<file path="src/rtl/wb_stream_writer_sequencer.sv">
`default_nettype none
// ============================================================================
//  Module      : wb_stream_writer_sequencer
//  Description : Descriptor scheduler for wb_stream_writer. Buffers descriptors
//                in a small FIFO and, for each one, programs the writer's
//                Wishbone config slave, enables it, waits for its IRQ and
//                clears it.
//  Revision    : 1.0 - initial release
// ============================================================================
module wb_stream_writer_sequencer #(
    parameter int WB_AW   = 32,
    parameter int WB_DW   = 32,
    parameter int DESC_AW = 2
) (
    input  logic               clk,
    input  logic               rst,
    input  logic [WB_AW-1:0]   desc_adr_i,
    input  logic [WB_DW-1:0]   desc_size_i,
    input  logic [WB_DW-1:0]   desc_burst_i,
    input  logic               desc_valid_i,
    output logic               desc_ready_o,
    output logic [WB_AW-1:0]   wbm_adr_o,
    output logic [WB_DW-1:0]   wbm_dat_o,
    output logic [WB_DW/8-1:0] wbm_sel_o,
    output logic               wbm_we_o,
    output logic               wbm_cyc_o,
    output logic               wbm_stb_o,
    output logic [2:0]         wbm_cti_o,
    output logic [1:0]         wbm_bte_o,
    input  logic [WB_DW-1:0]   wbm_dat_i,
    input  logic               wbm_ack_i,
    input  logic               wbm_err_i,
    input  logic               wbm_rty_i,
    input  logic               irq_i,
    output logic               busy_o,
    output logic               done_o,
    output logic               err_o,
    output logic [15:0]        done_cnt_o
);

    localparam int              c_DEPTH = 2**DESC_AW;
    localparam logic [DESC_AW:0] c_FULL = (DESC_AW+1)'(c_DEPTH);

    localparam logic [WB_AW-1:0] c_ADR_ENABLE = WB_AW'(32'h0);
    localparam logic [WB_AW-1:0] c_ADR_START  = WB_AW'(32'h4);
    localparam logic [WB_AW-1:0] c_ADR_SIZE   = WB_AW'(32'h8);
    localparam logic [WB_AW-1:0] c_ADR_BURST  = WB_AW'(32'hC);

    localparam logic [2:0] c_IDLE     = 3'd0;
    localparam logic [2:0] c_LOAD     = 3'd1;
    localparam logic [2:0] c_W_ADDR   = 3'd2;
    localparam logic [2:0] c_W_SIZE   = 3'd3;
    localparam logic [2:0] c_W_BURST  = 3'd4;
    localparam logic [2:0] c_W_EN     = 3'd5;
    localparam logic [2:0] c_WAIT_IRQ = 3'd6;
    localparam logic [2:0] c_W_CLR    = 3'd7;

    logic [2:0]         r_state;
    logic [2:0]         w_next;
    logic               r_gap;
    logic               w_wr_state;
    logic               w_access;
    logic               w_push;
    logic               w_pop;
    logic               w_empty;

    logic [WB_AW-1:0]   r_fifo_adr   [c_DEPTH];
    logic [WB_DW-1:0]   r_fifo_size  [c_DEPTH];
    logic [WB_DW-1:0]   r_fifo_burst [c_DEPTH];
    logic [DESC_AW-1:0] r_wr_ptr;
    logic [DESC_AW-1:0] r_rd_ptr;
    logic [DESC_AW:0]   r_count;

    logic [WB_AW-1:0]   r_adr;
    logic [WB_DW-1:0]   r_size;
    logic [WB_DW-1:0]   r_burst;
    logic               r_done;
    logic               r_err;
    logic [15:0]        r_done_cnt;

    // Read data of config writes is meaningless; fold it away explicitly.
    logic               w_unused;
    assign w_unused = ^wbm_dat_i;

    assign w_push       = desc_valid_i && desc_ready_o;
    assign w_pop        = (r_state == c_LOAD);
    assign w_empty      = (r_count == '0);
    assign desc_ready_o = (r_count != c_FULL);

    // A write state drives the bus unless it is serving its mandatory idle gap.
    assign w_wr_state = r_state inside {c_W_ADDR, c_W_SIZE, c_W_BURST, c_W_EN, c_W_CLR};
    assign w_access   = w_wr_state && !r_gap;

    assign wbm_sel_o  = '1;
    assign wbm_cti_o  = 3'b000;
    assign wbm_bte_o  = 2'b00;
    assign busy_o     = (r_state != c_IDLE);
    assign done_o     = r_done;
    assign err_o      = r_err;
    assign done_cnt_o = r_done_cnt;

    // Descriptor storage; contents need no reset since pointers guard them.
    always_ff @(posedge clk) begin
        if (w_push) begin
            r_fifo_adr[r_wr_ptr]   <= desc_adr_i;
            r_fifo_size[r_wr_ptr]  <= desc_size_i;
            r_fifo_burst[r_wr_ptr] <= desc_burst_i;
        end
    end

    // FIFO pointers and occupancy.
    always_ff @(posedge clk or posedge rst) begin
        if (rst) begin
            r_wr_ptr <= '0;
            r_rd_ptr <= '0;
            r_count  <= '0;
        end else begin
            if (w_push) r_wr_ptr <= r_wr_ptr + DESC_AW'(1);
            if (w_pop)  r_rd_ptr <= r_rd_ptr + DESC_AW'(1);
            case ({w_push, w_pop})
                2'b10:   r_count <= r_count + (DESC_AW+1)'(1);
                2'b01:   r_count <= r_count - (DESC_AW+1)'(1);
                default: r_count <= r_count;
            endcase
        end
    end

    // Holding registers capture the FIFO head when a descriptor is started.
    always_ff @(posedge clk or posedge rst) begin
        if (rst) begin
            r_adr   <= '0;
            r_size  <= '0;
            r_burst <= '0;
        end else if (w_pop) begin
            r_adr   <= r_fifo_adr[r_rd_ptr];
            r_size  <= r_fifo_size[r_rd_ptr];
            r_burst <= r_fifo_burst[r_rd_ptr];
        end
    end

    // State register.
    always_ff @(posedge clk or posedge rst) begin
        if (rst) r_state <= c_IDLE;
        else     r_state <= w_next;
    end

    // Idle gap after an acked config write that is followed by another, or after a retry.
    always_ff @(posedge clk or posedge rst) begin
        if (rst) r_gap <= 1'b0;
        else     r_gap <= w_access && !wbm_err_i &&
                          (wbm_rty_i ||
                           (wbm_ack_i && (r_state inside {c_W_ADDR, c_W_SIZE, c_W_BURST})));
    end

    // Next-state logic; err beats ack, ack beats rty (rty simply holds the state).
    always_comb begin
        w_next = r_state;
        case (r_state)
            c_IDLE:     if (!w_empty) w_next = c_LOAD;
            c_LOAD:     w_next = c_W_ADDR;
            c_WAIT_IRQ: if (irq_i) w_next = c_W_CLR;
            default: begin
                if (w_access) begin
                    if (wbm_err_i) begin
                        w_next = c_IDLE;
                    end else if (wbm_ack_i) begin
                        case (r_state)
                            c_W_ADDR:  w_next = c_W_SIZE;
                            c_W_SIZE:  w_next = c_W_BURST;
                            c_W_BURST: w_next = c_W_EN;
                            c_W_EN:    w_next = c_WAIT_IRQ;
                            default:   w_next = c_IDLE;
                        endcase
                    end
                end
            end
        endcase
    end

    // Bus outputs decoded from the current state.
    always_comb begin
        wbm_cyc_o = w_access;
        wbm_stb_o = w_access;
        wbm_we_o  = w_access;
        wbm_adr_o = '0;
        wbm_dat_o = '0;
        case (r_state)
            c_W_ADDR:  begin wbm_adr_o = c_ADR_START;  wbm_dat_o = WB_DW'(r_adr); end
            c_W_SIZE:  begin wbm_adr_o = c_ADR_SIZE;   wbm_dat_o = r_size;        end
            c_W_BURST: begin wbm_adr_o = c_ADR_BURST;  wbm_dat_o = r_burst;       end
            c_W_EN:    begin wbm_adr_o = c_ADR_ENABLE; wbm_dat_o = WB_DW'(1);     end
            c_W_CLR:   begin wbm_adr_o = c_ADR_ENABLE; wbm_dat_o = WB_DW'(2);     end
            default:   ;
        endcase
    end

    // Completion pulse, counter and sticky error flag.
    always_ff @(posedge clk or posedge rst) begin
        if (rst) begin
            r_done     <= 1'b0;
            r_err      <= 1'b0;
            r_done_cnt <= '0;
        end else begin
            r_done <= 1'b0;
            if (w_access && wbm_err_i) r_err <= 1'b1;
            if (w_access && (r_state == c_W_CLR) && wbm_ack_i && !wbm_err_i) begin
                r_done     <= 1'b1;
                r_done_cnt <= r_done_cnt + 16'd1;
            end
        end
    end

endmodule
`default_nettype wire

</file>
<file path="config.mk">
export PLATFORM = sky130hd
export DESIGN_NAME = wb_stream_writer_sequencer
export DESIGN_NICKNAME = d
export VERILOG_FILES = /design/src/rtl/wb_stream_writer_sequencer.sv
export SDC_FILE = /design/constraint.sdc
export NUM_CORES = 1
export LEC_CHECK = 0
export CAP_MARGIN = 10
export CORE_MARGIN = 5
export CORE_UTILIZATION = 40
export CTS_BUF_LIST = sky130_fd_sc_hd__clkbuf_8
export CTS_CLUSTER_DIAMETER = 60
export CTS_CLUSTER_SIZE = 40
export DETAILED_ROUTE_END_ITERATION = 6
export PLACE_DENSITY = 0.57
export SLEW_MARGIN = 0
export SYNTH_ARGS = -nofsm -noshare
export SYNTH_HDL_FRONTEND = slang
export SYNTH_SLANG_ARGS = --single-unit
</file>
<file path="constraint.sdc">
create_clock -name clk -period 9.4 [get_ports clk]
set_input_delay 1.41 -clock clk [delete_from_list [all_inputs] [get_ports clk]]
set_output_delay 1.41 -clock clk [all_outputs]
set_load 0.005 [all_outputs]
</file>
==> Word level (Yosys, flattened, before mapping) <==
Memory sizes are Yosys's and may differ from the RTL's. A register that Yosys moved wholly into a read port is not among the register bits.
Cells that the tools add are included.
{ "totals": {"ram_bits": 384, "mem_count": 3, "regBits": 29, "wordCells": 62} }
{ "memory_table": {"columns": ["memory", "words", "word_bits", "read_ports", "rd_ports_with_merged_regs", "write_ports", "line_no", "text"], "rows": [
  ["r_fifo_adr", 4, 32, 1, 1, 1, "67", "logic [WB_AW-1:0] r_fifo_adr [c_DEPTH];"],
  ["r_fifo_burst", 4, 32, 1, 1, 1, "69", "logic [WB_DW-1:0] r_fifo_burst [c_DEPTH];"],
  ["r_fifo_size", 4, 32, 1, 1, 1, "68", "logic [WB_DW-1:0] r_fifo_size [c_DEPTH];"]
]} }
{ "op_classes": {"eq_ne": 12, "add_sub_neg": 5, "reduce_logical": 21, "n_mux": 13} }
{ "op_table": {"columns": ["op", "n"], "rows": [
  ["case mux 32 bit (5 select lines)", 1],
  ["adder 16 x 1 -> 16 bit (second input constant)", 1],
  ["two-way mux 3 bit", 5],
  ["== test 3 bit (second input constant)", 4],
  ["case mux 3 bit (4 select lines)", 1],
  ["case mux 4 bit (3 select lines)", 1],
  ["nonzero test 5 bit", 2],
  ["logical AND 1 bit", 9],
  ["case mux 3 bit (3 select lines)", 1],
  ["== test 3 x 2 -> 1 bit (second input constant)", 2],
  ["zero test 3 bit", 2],
  ["case mux 3 bit (2 select lines)", 1],
  ["nonzero test 3 bit", 2],
  ["adder 2 x 1 -> 2 bit (second input constant)", 2],
  ["!= test 2 bit (second input constant)", 2],
  ["AND reduction 4 bit", 1],
  ["nonzero test 4 bit", 1],
  ["adder 3 x 1 -> 3 bit (second input constant)", 1],
  ["== test 3 x 1 -> 1 bit (second input constant)", 1],
  ["two-way mux 1 bit", 3],
  ["!= test 3 bit (second input constant)", 1],
  ["subtractor 3 x 1 -> 3 bit (second input constant)", 1],
  ["== test 2 x 1 -> 1 bit (second input constant)", 1],
  ["== test 2 bit (second input constant)", 1],
  ["3 further kinds", 4]
]} }

==> Depth between registers and ports, before layout <==
{ "depth": {"ltp_word": 7, "mapped_depth": 10, "ltp_nobuf": 9} }

==> Worst setup path before layout <==
Ideal clock, no wire load.
{ "synth_timing": {"kind": "input -> register", "start": "in desc_valid_i", "end": "mem r_fifo_adr[3][0] (enable)", "arrival_ns": 3.686, "setup_ns": 0.466, "stages": 1, "slack_ns": 5.248, "path_cell_list": "and3_1"} }
{ "synth_via": {"elab_chain_cells": 3} }
{ "synth_lines": {"columns": ["item", "line_no", "text"], "rows": [
  ["start: declaration", "20", "input logic desc_valid_i,"],
  ["logical AND 1 bit", "85", "assign w_push = desc_valid_i && desc_ready_o;"],
  ["two-way mux 1 bit", "104", "if (w_push) begin"],
  ["two-way mux 1 bit (not written as such)", "105", "r_fifo_adr[r_wr_ptr] <= desc_adr_i;"],
  ["end: declaration", "67", null]
]} }
No other way between the ends.

==> Worst setup path after layout <==
{ "layout_timing": {"start": "reg r_state[0]", "end": "out wbm_dat_o[8]"} }
{ "layout_via": {"elab_chain_cells": 2} }
{ "layout_lines": {"columns": ["item", "line_no", "text"], "rows": [
  ["start: declaration", "58", "logic [2:0] r_state;"],
  ["start signal: assignment", "143", "if (rst) r_state <= c_IDLE;"],
  ["start signal: assignment", "144", "else r_state <= w_next;"],
  ["== test 3 bit or == test 3 x 2 -> 1 bit (tied branches)", "187", "case (r_state)"],
  ["case mux 32 bit (5 select lines) *", "187", null],
  ["end: declaration", "23", "output logic [WB_DW-1:0] wbm_dat_o,"]
]} }
Every way passes the cells marked *; elsewhere a longest branch is shown, timed or not.

==> summary.txt <==
Pwr
  • Leak pwr: 7.75 nW
  • Tot Pwr: 0.00694 W
  • Maximum vdd drop: 0.148 mV
  • Pwr Density: a little over 300 nW/um^2

Setup path
  • Crit Path Class: reg -> out
  • CP max-delay cell: dfrtp_1
  • Worst path cell trace: buf_4 > inv_2 > nor2_2 > buf_4 > nand2_1 > o21ai_0 > clkdlybuf4s50_1
  • Critical Path End Type: primary output
  • CP startpoint kind: flip-flop
  • Reg2reg setup slack: 5.29 ns
  • CP Max Fanout: 29
  • Critical Path Most Common Cell: buf_4
  • Worst Path Required: 7.99 ns
  • CP arrival: about 3.4 ns
  • CP max stage delay: 0.78 ns

CTS
  • CTS buffer count: 36
  • Bufs on Longest Clock Path: 3
  • CTS sink count: just over 500
  • Skew-Pair Late Insertion Delay: 0.66 ns
  • Root buf cell: clkbuf_8
  • # H-tree levels: 2
  • Hold buffers post-CTS: 0
  • CTS tree: yes
  • Setup Fix Bufs, Post-CTS: 0
  • Post-CTS Resized: 0
  • Clock slew at reported path FFs: 0.11 ns

Timing
  • Fin crit share: 50.8%
  • Min cycle time layout: between 4 and 5 ns
  • Setup TNS: 0 ns
  • Worst slew margin: 31.0%
  • Max Fclk: 209 MHz
  • Final setup violation count: 0
  • Worst-Margin Slew: just over 1 ns
  • Max-slew violations: 0
  • Clk_skew: 0.0574 ns
  • Final Hold Viols: 0
  • RSZ-0062 raised after global routing: no
  • PnR worst setup slack: 4.62 ns

Placed design
  • Placer Congestion: about 0.75
  • # port buffers: ~160
  • DP Wirelength: between 20000 and 30000 um
  • Setup WS pre-CTS: 5.24 ns

Drt
  • Initial DRC count: 663
  • Via density: around 5
  • Met3 routed WL: 2740 um
  • DRC violations left: 0
  • Pre-Repair DR Iteration Count: 7
  • Via count: approximately 9500
  • Met1 wire length: 19200 um
  • Post-DR wirelength/cell: 22.8 um
  • Metal2 WL: 19500 um
  • Routed WL: between 40000 and 50000 um
  • Detail Route Antenna Nets: 0
  • Uppermost layer routed: met5

Yosys
  • Top_reg_cell synth: edfxtp_1
  • Yosys cell types: 42
  • Top cells by area, synth: edfxtp_1 (58%), dfrtp_1 (16%), mux4_2 (11%)
  • Top-area cell type share of the netlist area: just under 60%
  • Post-Synthesis Mean Instance Area: 19.8 um^2
  • Most instantiated library cell after synthesis: edfxtp_1
  • #FFs+latches synth: 509
  • Mapped Cells: ~1000
  • Leading area contributor after synthesis: edfxtp_1
  • Cell Area, Synth: 19800 um^2
  • Top cells by count, synth: edfxtp_1 (384), dfrtp_1 (125), mux4_2 (96)
  • Sequential area share after synthesis: 73.9%
  • Post-synth ARST share: 24.6%
  • Yosys warns: 0
  • Number of flops mapped to enable cells by yosys: 384

Floorplanning
  • I/O Pins: 231
  • Row cnt: 81
  • Starting Density: 40.5%
  • Die Ht: about 230 um
  • DIE AREA: 54200 um^2
  • DIE WIDTH: 233 um
  • Area of the core: about 50000 um^2

Final layout
  • Multi-input gate area: 4740 um^2
  • Fill cells: 4184
  • FF+latch area: approximately 15000 um^2
  • Area growth syn-to-layout: 15.4%
  • Fin nets: approximately 1300
  • Share of layout cells above drive strength 1: 24.4%

Global routing
  • Vias in the first global route: 9734
  • First-pass GRT wire length: 63300 um
  • Largest net degree at the start of global routing: between 60 and 70
  • Initial antenna violation count: 13
  • Tot GR Track Use: 15.6%
  • Remaining global-route overflow: 0

Status
  • Outcome: finished, final reports clean

Hold path
  • HP Class: reg -> reg

Flow run
  • Max Cap Viol: 0
==> worst max-delay path, delay by kind of cell, from the launching register on <==
family	cells	cell delay [ns]
simple gates	2	0.32
buf+inv	4	1.48
flops	1	0.78
compound gates	1	0.14
==> cell usage in the layout (no fill, tap or decap), types with 3 or more instances in the layout <==
cell type and n:
edfxtp_1 384, nand4_1 3, and3_4 4, conb_1 39, mux2_2 92, inv_6 6, and4_1 4, nand3_1 4
mux2_4 7, xor2_1 6, nor2_1 6, clkinv_4 3, a21oi_1 6, and2_1 3, clkdlybuf4s50_1 159, a22oi_1 29
clkinv_8 8, ha_1 6, inv_12 4, buf_4 14, clkbuf_8 38, nand2_1 46, dfrtp_1 123, inv_1 4
mux4_2 96, o21ai_0 42, nand2b_1 4, bufinv_16 3, xnor2_1 15
==> through the flow <==
stage               instances  hold slack (ns)  utilization (%)  instance area [um^2]
global route             1850            0.499             46.7                 22900
floorplan                1038            0.451                -                 20000
finish                   1851            0.475             46.7                 22900
CTS                      1849            0.482             46.7                 22900
detailed placement       1783            0.459             44.8                 22000
global placement         1783            0.442             44.8                 22000
==> cell type report <==
| class | count | share of cell area [%] |
|---|---|---|
| Clock inverter | 28 | 1.77 |
| Clock buffer | 38 | 2.28 |
| Sequential cell | 509 | 64.1 |
| Tap cell | 664 | 3.63 |
| Inverter | 5 | 0.104 |
| Multi-Input combinational cell | 432 | 20.7 |
| Antenna cell | 2 | 0.0219 |
| Timing Repair Buffer | 173 | 7.41 |
==> layer usage <==
layer  track usage, %  vias to the layer above
met5                0                        -
met4             3.34                       16
met3             4.27                       59
met2             23.6                      235
met1             22.9                     4982
li1                 -                     4180
==> state kept, by name, indices dropped and copies added (netlist names) <==
name,cells
done_cnt_o,16
done_o,1
err_o,1
r_adr,32
r_burst,32
r_count,3
r_fifo_adr,128
r_fifo_burst,128
r_fifo_size,128
r_gap,1
r_rd_ptr,2
r_size,32
r_state,3
r_wr_ptr,2
==> path summary, 6_finish.rpt <==
| check | start | endpoint | cells after the start |
|---|---|---|---|
| min in group asynchronous | rst | r_burst[30]$_DFFE_PP0P_ | 2 |
| max reg2reg | r_state[0]$_DFFE_PP0P_ | r_burst[20]$_DFFE_PP0P_ | 6 |
| min reg2reg | done_cnt_o[15]$_DFFE_PP0P_ | done_cnt_o[15]$_DFFE_PP0P_ | 1 |
| max in group asynchronous | rst | r_size[8]$_DFFE_PP0P_ | 3 |
| max | r_state[0]$_DFFE_PP0P_ | wbm_dat_o[8] | 7 |
| min | done_cnt_o[15]$_DFFE_PP0P_ | done_cnt_o[15]$_DFFE_PP0P_ | 1 |
==> power by group <==
part	switching, W	leakage, nW	internal (W)
clock	0.000821	0.456	0.000528
sequential	0.000293	5.03	0.00305
combinational	0.00109	2.27	0.00115
==> kinds of logic (layout without fill, tap and decap cells) <==
family	after synthesis	after routing	share of synthesized area [%]
buf+inv	97	244	3.06
mux	195	195	16.6
compound gates	84	84	2.59
xor+xnor	21	21	0.927
fa+ha+maj	7	7	0.479
flops	509	509	73.9
simple gates	86	86	2.39
other cells	2	41	0.0378
Note: power is estimated with default switching activity, not from simulation.
